File: src/rtl/bus_arbiter_pkg.sv
// Shared definitions for the two-requester memory bus arbiter: FSM state
// encodings and the owner encoding used for grants and response routing.
package bus_arbiter_pkg;

  localparam int ARB_STATE_WIDTH = 2;

  typedef enum logic [ARB_STATE_WIDTH-1:0] {
    ARB_IDLE = 2'd0,
    ARB_REQ  = 2'd1,
    ARB_WAIT = 2'd2
  } arb_state_e;

  // Owner encoding doubles as the bit index into the req/gnt vectors.
  localparam logic ARB_OWNER_IF = 1'b0;
  localparam logic ARB_OWNER_DM = 1'b1;

endpackage

File: src/rtl/bus_arbiter_rr2.sv
// arb_rr2: two-input round-robin picker, purely combinational.
//   req  [1:0]  request vector, bit 0 = IF, bit 1 = DM
//   last        owner that received the previous grant
//   gnt  [1:0]  one-hot grant (all zero when nothing requests)
// The last-grant history lives in the caller.
module arb_rr2
  import bus_arbiter_pkg::*;
(
  input  logic [1:0] req,
  input  logic       last,
  output logic [1:0] gnt
);

  always_comb begin
    gnt = req;
    // On a tie, favour whoever was not served last.
    if (&req) gnt = (last == ARB_OWNER_DM) ? 2'b01 : 2'b10;
  end

endmodule

File: src/rtl/bus_arbiter.sv
// bus_arbiter: shares one external memory bus between instruction fetch
// (if_*) and data load/store (dm_*). One transaction in flight at a time,
// sequenced by IDLE -> REQ -> WAIT, round-robin on ties.
//   clk, rst            clock, async active-low reset
//   if_req_*/if_rsp_*   fetch request (addr) / response pulse + data
//   dm_req_*/dm_rsp_*   data request (addr, we, wdata, wstrb) / response
//   bus_req_*/bus_rsp_* downstream memory bus request / response
//   bus_err             sticky: a bus response arrived with none pending
module bus_arbiter
  import bus_arbiter_pkg::*;
#(
  parameter int ADDR_WIDTH = 32,
  parameter int DATA_WIDTH = 32,
  parameter int STRB_WIDTH = DATA_WIDTH / 8
) (
  input  logic                  clk,
  input  logic                  rst,
  input  logic                  if_req_valid,
  output logic                  if_req_ready,
  input  logic [ADDR_WIDTH-1:0] if_req_addr,
  output logic                  if_rsp_valid,
  output logic [DATA_WIDTH-1:0] if_rsp_data,
  input  logic                  dm_req_valid,
  output logic                  dm_req_ready,
  input  logic [ADDR_WIDTH-1:0] dm_req_addr,
  input  logic                  dm_req_we,
  input  logic [DATA_WIDTH-1:0] dm_req_wdata,
  input  logic [STRB_WIDTH-1:0] dm_req_wstrb,
  output logic                  dm_rsp_valid,
  output logic [DATA_WIDTH-1:0] dm_rsp_data,
  output logic                  bus_req_valid,
  input  logic                  bus_req_ready,
  output logic [ADDR_WIDTH-1:0] bus_req_addr,
  output logic                  bus_req_we,
  output logic [DATA_WIDTH-1:0] bus_req_wdata,
  output logic [STRB_WIDTH-1:0] bus_req_wstrb,
  input  logic                  bus_rsp_valid,
  input  logic [DATA_WIDTH-1:0] bus_rsp_data,
  output logic                  bus_err
);

  arb_state_e            state, state_nxt;
  logic                  owner, last_grant;
  logic [ADDR_WIDTH-1:0] cmd_addr;
  logic                  cmd_we;
  logic [DATA_WIDTH-1:0] cmd_wdata;
  logic [STRB_WIDTH-1:0] cmd_wstrb;
  logic [1:0]            gnt;
  logic                  accept, stray;

  arb_rr2 u_rr (
    .req  ({dm_req_valid, if_req_valid}),
    .last (last_grant),
    .gnt  (gnt)
  );

  always_ff @(posedge clk or negedge rst) begin
    if (!rst) state <= ARB_IDLE;
    else      state <= state_nxt;
  end

  always_comb begin
    state_nxt     = state;
    accept        = 1'b0;
    stray         = 1'b0;
    if_req_ready  = 1'b0;
    dm_req_ready  = 1'b0;
    bus_req_valid = 1'b0;
    if_rsp_valid  = 1'b0;
    dm_rsp_valid  = 1'b0;
    case (state)
      ARB_IDLE: begin
        accept       = |gnt;
        if_req_ready = gnt[ARB_OWNER_IF];
        dm_req_ready = gnt[ARB_OWNER_DM];
        stray        = bus_rsp_valid;
        if (accept) state_nxt = ARB_REQ;
      end
      ARB_REQ: begin
        bus_req_valid = 1'b1;
        stray         = bus_rsp_valid;
        if (bus_req_ready) state_nxt = ARB_WAIT;
      end
      ARB_WAIT: begin
        if (bus_rsp_valid) begin
          if_rsp_valid = (owner == ARB_OWNER_IF);
          dm_rsp_valid = (owner == ARB_OWNER_DM);
          state_nxt    = ARB_IDLE;
        end
      end
      default: state_nxt = ARB_IDLE;
    endcase
    // State is already IDLE while reset is held, but the IDLE readies are
    // combinational on req_valid, so mask handshakes until reset releases.
    if (!rst) begin
      if_req_ready  = 1'b0;
      dm_req_ready  = 1'b0;
      bus_req_valid = 1'b0;
      if_rsp_valid  = 1'b0;
      dm_rsp_valid  = 1'b0;
    end
  end

  always_ff @(posedge clk or negedge rst) begin
    if (!rst) begin
      owner      <= ARB_OWNER_IF;
      last_grant <= ARB_OWNER_DM;
      cmd_addr   <= '0;
      cmd_we     <= 1'b0;
      cmd_wdata  <= '0;
      cmd_wstrb  <= '0;
      bus_err    <= 1'b0;
    end else begin
      if (accept) begin
        owner      <= gnt[ARB_OWNER_DM];
        last_grant <= gnt[ARB_OWNER_DM];
        if (gnt[ARB_OWNER_DM]) begin
          cmd_addr  <= dm_req_addr;
          cmd_we    <= dm_req_we;
          cmd_wdata <= dm_req_wdata;
          cmd_wstrb <= dm_req_wstrb;
        end else begin
          // Fetches are always reads with no byte enables.
          cmd_addr  <= if_req_addr;
          cmd_we    <= 1'b0;
          cmd_wdata <= '0;
          cmd_wstrb <= '0;
        end
      end
      if (stray) bus_err <= 1'b1;
    end
  end

  assign bus_req_addr  = cmd_addr;
  assign bus_req_we    = cmd_we;
  assign bus_req_wdata = cmd_wdata;
  assign bus_req_wstrb = cmd_wstrb;
  assign if_rsp_data   = bus_rsp_data;
  assign dm_rsp_data   = bus_rsp_data;

endmodule

File: config.mk
export PLATFORM = sky130hd
export DESIGN_NAME = bus_arbiter
export DESIGN_NICKNAME = d
export VERILOG_FILES = /design/src/rtl/bus_arbiter_pkg.sv /design/src/rtl/bus_arbiter_rr2.sv /design/src/rtl/bus_arbiter.sv
export SDC_FILE = /design/constraint.sdc
export NUM_CORES = 1
export LEC_CHECK = 0
export ABC_AREA = 0
export BUFFER_PORTS_ARGS = -buffer_cell sky130_fd_sc_hd__clkbuf_2
export CORE_AREA = 2 2 107 109
export DETAILED_ROUTE_END_ITERATION = 16
export DIE_AREA = 0 0 109 111
export HOLD_SLACK_MARGIN = 0.03
export PLACE_DENSITY = 0.72
export RECOVER_POWER = 50
export SYNTH_ARGS = -nofsm -noshare
export SYNTH_HDL_FRONTEND = slang
export SYNTH_SLANG_ARGS = --single-unit
File: constraint.sdc
create_clock -name clk -period 1.5 [get_ports clk]
set_input_delay 0.225 -clock clk [delete_from_list [all_inputs] [get_ports clk]]
set_output_delay 0.225 -clock clk [all_outputs]
set_load 0.03 [all_outputs]
; Yosys cells after proc, flatten, opt, wreduce, memory -nomap -nowiden
; Cells that the tools add are included.
[totals]
regBits = 74
latchBits = 0
mem_bits_rw = 0
rom_bits = 0
inputBits = 139
out_inout_bits = 139
wordCells = 43
memories = 0
[op_classes]
addsub = 0
mul = 0
div_mod_pow = 0
n_lt_le_gt_ge = 0
n_eq_ne = 5
shift = 0
muxes = 24
n_bitwise = 1
n_reduce_logical = 5
[op_table]
columns = operator, n
row1 = 32-bit two-way mux, 2
row2 = 1-bit two-way mux, 15
row3 = 2-bit two-way mux, 5
row4 = 2-bit inequality test (second input constant), 3
row5 = 2-bit case mux with 3 select lines, 1
row6 = 4-bit two-way mux, 1
row7 = 2-bit OR reduction, 2
row8 = 3-bit AND reduction, 1
row9 = 2-bit by 1-bit == test with 1-bit output (second input constant), 1
row10 = 2-bit == test (second input constant), 1
row11 = 2-bit zero test, 1
row12 = 2-bit AND reduction, 1
row13 = 1-bit inverter, 1

; Depth between registers and ports, before layout
[depth]
ltp_word = 5
depth_mapped = 5
depth_no_buf = 3

; Cells and area by module
; A second synthesis with hierarchy kept.
[hier_totals]
cells_unflattened = 276
area_unflattened_um2 = 3624.7
[modules_own_cells]
columns = mod, instances, cells_per_inst, area_each_um2, seq_area_each_um2
row1 = bus_arbiter, 1, 273, 3606.0, 1853.0
row2 = arb_rr2, 1, 3, 18.8, 0.0

; Least setup slack after synthesis
; Ideal clock, no wire load.
[synth_path]
path_kind = register -> register
from = register last_grant
to = register cmd_addr[0], in the netlist bus_req_addr[0]
setup_ps = 125
arrival_ps = 1450
t_required_ps = 1375
path_slack_ps = -75
stages_incl_launch_ff = 6
n_path_buf = 2
synth_period_minus_slack_ps = 1575
path_cell_list = dfstp_2 > a21bo_1 > buf_6 > buf_6 > mux2_4 > mux2_2
[synth_via]
elab_chain_len = 4
word_cells_on_any_way = 5
classes_between = mux: 4 / reduce/logical: 1
[synth_rtl]
columns = element, line_no
row1 = start: declaration, bus_arbiter.sv:43  ; logic owner, last_grant;
row2 = start signal: assignment, bus_arbiter.sv:116  ; last_grant <= gnt[ARB_OWNER_DM];
row3 = 2-bit two-way mux (*) (2 in a row), bus_arbiter_rr2.sv:17  ; if (&req) gnt = (last == ARB_OWNER_DM) ? 2'b01 : 2'b10;
row4 = 2-bit OR reduction, bus_arbiter.sv:73  ; accept = |gnt;
row5 = 1-bit two-way mux, bus_arbiter.sv:71  ; case (state)
row6 = end signal: assignment, bus_arbiter.sv:118  ; cmd_addr <= dm_req_addr;
row7 = end signal: assignment, bus_arbiter.sv:124  ; cmd_addr <= if_req_addr;
row8 = end: declaration, bus_arbiter.sv:44  ; logic [ADDR_WIDTH-1:0] cmd_addr;
; Every way passes the cells marked *; elsewhere a longest branch is shown, timed or not.
; A chain may end at the register's enable or synchronous reset.

; Worst setup path after layout
[layout_path]
from = register last_grant
to = register cmd_addr[13], in the netlist bus_req_addr[13]
; The elaborated chain is that of the path after synthesis.

==> impl_metrics.env <==
export IMPL_status="finished with violations"
export IMPL_drtAntennaViolNets=0
export IMPL_port_buffers=181
export IMPL_via_per_inst=4.65
export IMPL_die_area_sq_um=12100
export IMPL_via_count=2605
export IMPL_grt_start_max_net_pins=44
export IMPL_cts_clk_slew_worst_paths_ps=60
export IMPL_maxCapViolations=0
export IMPL_hp_class="in2reg"
export IMPL_die_w_um=109
export IMPL_drt_initial_drc_count=113
export IMPL_fmaxAchievable_mhz=584
export IMPL_cts_tree="built"
export IMPL_ys_seq_area_share_pct=49.9
export IMPL_met1_usage_pct=16.0
export IMPL_fin_crit_sh_pct=114
export IMPL_relSlewSlack_pct=31.6
export IMPL_use_met2_pct=25.1
export IMPL_io_pins=278
export IMPL_rsz0062_at_grt="yes"
export IMPL_required_ps=1710
export IMPL_gr_usage_met3_pct=4.35
export IMPL_post_drt_wl_per_cell_um=16.1
export IMPL_dr_pass1_iters=4
export IMPL_place_area_sq_um=4380
export IMPL_core_area_sq_um=11100
export IMPL_critPathMaxStageDelay_ps=540
export IMPL_crit_top_cell="buf_12"
export IMPL_whs_ps=107
export IMPL_drive_above_1_share_pct=70.7
export IMPL_fin_crit_ps=1710
export IMPL_yosysWarnings=0
export IMPL_gp_congestion=0.795
export IMPL_hold_viol_final=0
export IMPL_hpwl_mm=6.40
export IMPL_ctsRootBufferMaster="clkbuf_16"
export IMPL_peakVddDrop_v=0.00121
export IMPL_first_global_vias=2772
export IMPL_endpoint_kind="flip-flop"
export IMPL_fillers=1022
export IMPL_critPathKind="reg2reg"
export IMPL_setup_ws_ps=-213
export IMPL_grt_pass1_wl_mm=13.5
export IMPL_finalSetupViolations=68
export IMPL_synthCells=275
export IMPL_crit_path_cell_trace="a21bo_4 -> buf_12 -> buf_8 -> buf_12 -> mux2_4 -> mux2_2"
export IMPL_power_leakage_nw=2.63
export IMPL_ys_ff_latch=74
export IMPL_skew_ps=10.8
export IMPL_multi_input_area_sq_um=1330
export IMPL_crit_fanout=6
export IMPL_cts_buffers=9
export IMPL_cts_max_level=3
export IMPL_grt_ovfl_total=0
export IMPL_arrival_ps=1920
export IMPL_grt_busiest_layer="met2"
export IMPL_synthDistinctLibCells=23
export IMPL_violations="negative setup slack"
export IMPL_drv_slew=0
export IMPL_clk_latency_ps=330
export IMPL_synthesis_area_sq_um=3710
export IMPL_crit_buf_inv=3
export IMPL_drc_errors=0
export IMPL_initial_utilization_pct=33.5
export IMPL_antenna_found_initial=0
export IMPL_cts_sinks=74
export IMPL_finalInstanceArea_sq_um=4980
export IMPL_critPathSlowestCell="dfstp_2"
export IMPL_fp_dieH_um=111
export IMPL_clockBufferDepth=2
export IMPL_worst_pin_slew_ps=1030
export IMPL_grt_usage_pct=14.5
export IMPL_antenna_cells=0
export IMPL_drt_wl_total_mm=9.04
export IMPL_crit_family="multiplexers"
export IMPL_areaGrowthSynthToFinish_pct=34.2
export IMPL_rows=39
export IMPL_power_density_nw_per_um2=2330
export IMPL_synth_avg_cell_area_sq_um=13.5
export IMPL_syn_num_nets=414
export IMPL_start_kind="flip-flop"
export IMPL_ff_latch_area_sq_um=1860
export IMPL_layout_nets=551
[worst paths after layout]
check | from | to | slack, ps | cells after the start
setup / recovery | last_grant | bus_req_addr[13] | -210 | 6
hold / removal | bus_rsp_valid | state[1] | 110 | 2
max in group asynchronous | rst | bus_req_addr[11] | 290 | 3
setup reg to reg | last_grant | bus_req_addr[13] | -210 | 6
hold reg to reg | bus_err | bus_err | 480 | 1
min in group asynchronous | rst | bus_req_wdata[9] | 440 | 2
[power breakdown]
group | leakage [nW] | internal [W] | switching (W) | total (W)
Clock | 0.138 | 0.00130 | 0.000861 | 0.00216
Sequential | 0.909 | 0.00300 | 0.000612 | 0.00361
Combinational | 1.58 | 0.00242 | 0.00342 | 0.00585
[placed cells by master, fill, tap and decap left out, drive strengths merged]
cell type,n
o31ai,1
a21oi,1
nand3,2
o21ai,2
clkinv,1
and2,1
dfrtp,73
nand4b,1
inv,5
nor3,1
clkbuf,189
a21bo,1
a21o,3
a22o,37
dlygate4sd3,1
bufinv,1
nor2,3
nand2,1
mux2,64
clkinvlp,3
buf,24
and3,1
dfstp,1
[synthesized netlist by cell type, drive strengths merged]
cell type,number,area [sq um]
buf,75,561
dfrtp,73,1830
mux2,64,833
a22o,37,324
clkbuf,4,15.0
a21o,3,22.5
inv,3,11.3
nor2,3,11.3
nand3,2,10.0
o21ai,2,13.8
a21bo,1,10.0
a21oi,1,5.00
and2,1,6.26
and3,1,6.26
dfstp,1,26.3
nand2,1,3.75
nand4b,1,8.76
nor3,1,10.0
o31ai,1,7.51
[routing by layer]
metal,vias to the layer above,wire (um)
met5,-,0
met4,0,175
met2,149,4590
li1,1183,-
met3,23,830
met1,1250,3450
[sequential cells by signal, summed over array words and instances, names as in the netlist]
signal	flops
bus_req_addr	32
bus_err	1
state	2
last_grant	1
bus_req_wdata	32
bus_req_wstrb	4
bus_req_we	1
owner	1
[cell families after synthesis]
family	after synthesis	synth area share (%)
mux	64	22.4
flops	74	49.9
compound gates	45	10.3
buf+inv	82	15.8
simple gates	10	1.52
[per-stage QoR]
step | TNS [ps] | cells | total power [W] | utilization (%) | worst slack [ps]
after floorplan | -2030 | 275 | 0.00761 | - | -67.7
after global placement | -2550 | 531 | 0.00891 | 39.6 | -125
after detailed placement | -4020 | 531 | 0.00907 | 39.6 | -161
after CTS | -6070 | 557 | 0.0116 | 44.4 | -280
after global routing | -8260 | 560 | 0.0122 | 45.0 | -249
final | -6320 | 560 | 0.0116 | 45.0 | -213
[cell type report]
class | instances | share of cell area [%]
sequential | 74 | 37.2
inverter | 3 | 0.226
tap | 143 | 3.59
timing repair buffer | 205 | 26.2
clock buffer | 9 | 4.52
multi-input combinational | 119 | 26.7
clock inverter | 7 | 1.51
[repair_timing]
action	in CTS	in global routing
pin swaps	4	5
buffers inserted	6	2
endpoints found under the setup margin	73	72
endpoints found under the hold margin	31	0
resized for setup	24	10
cloned	3	1
hold buffers	1	0
(Power assumes the default switching activity.)
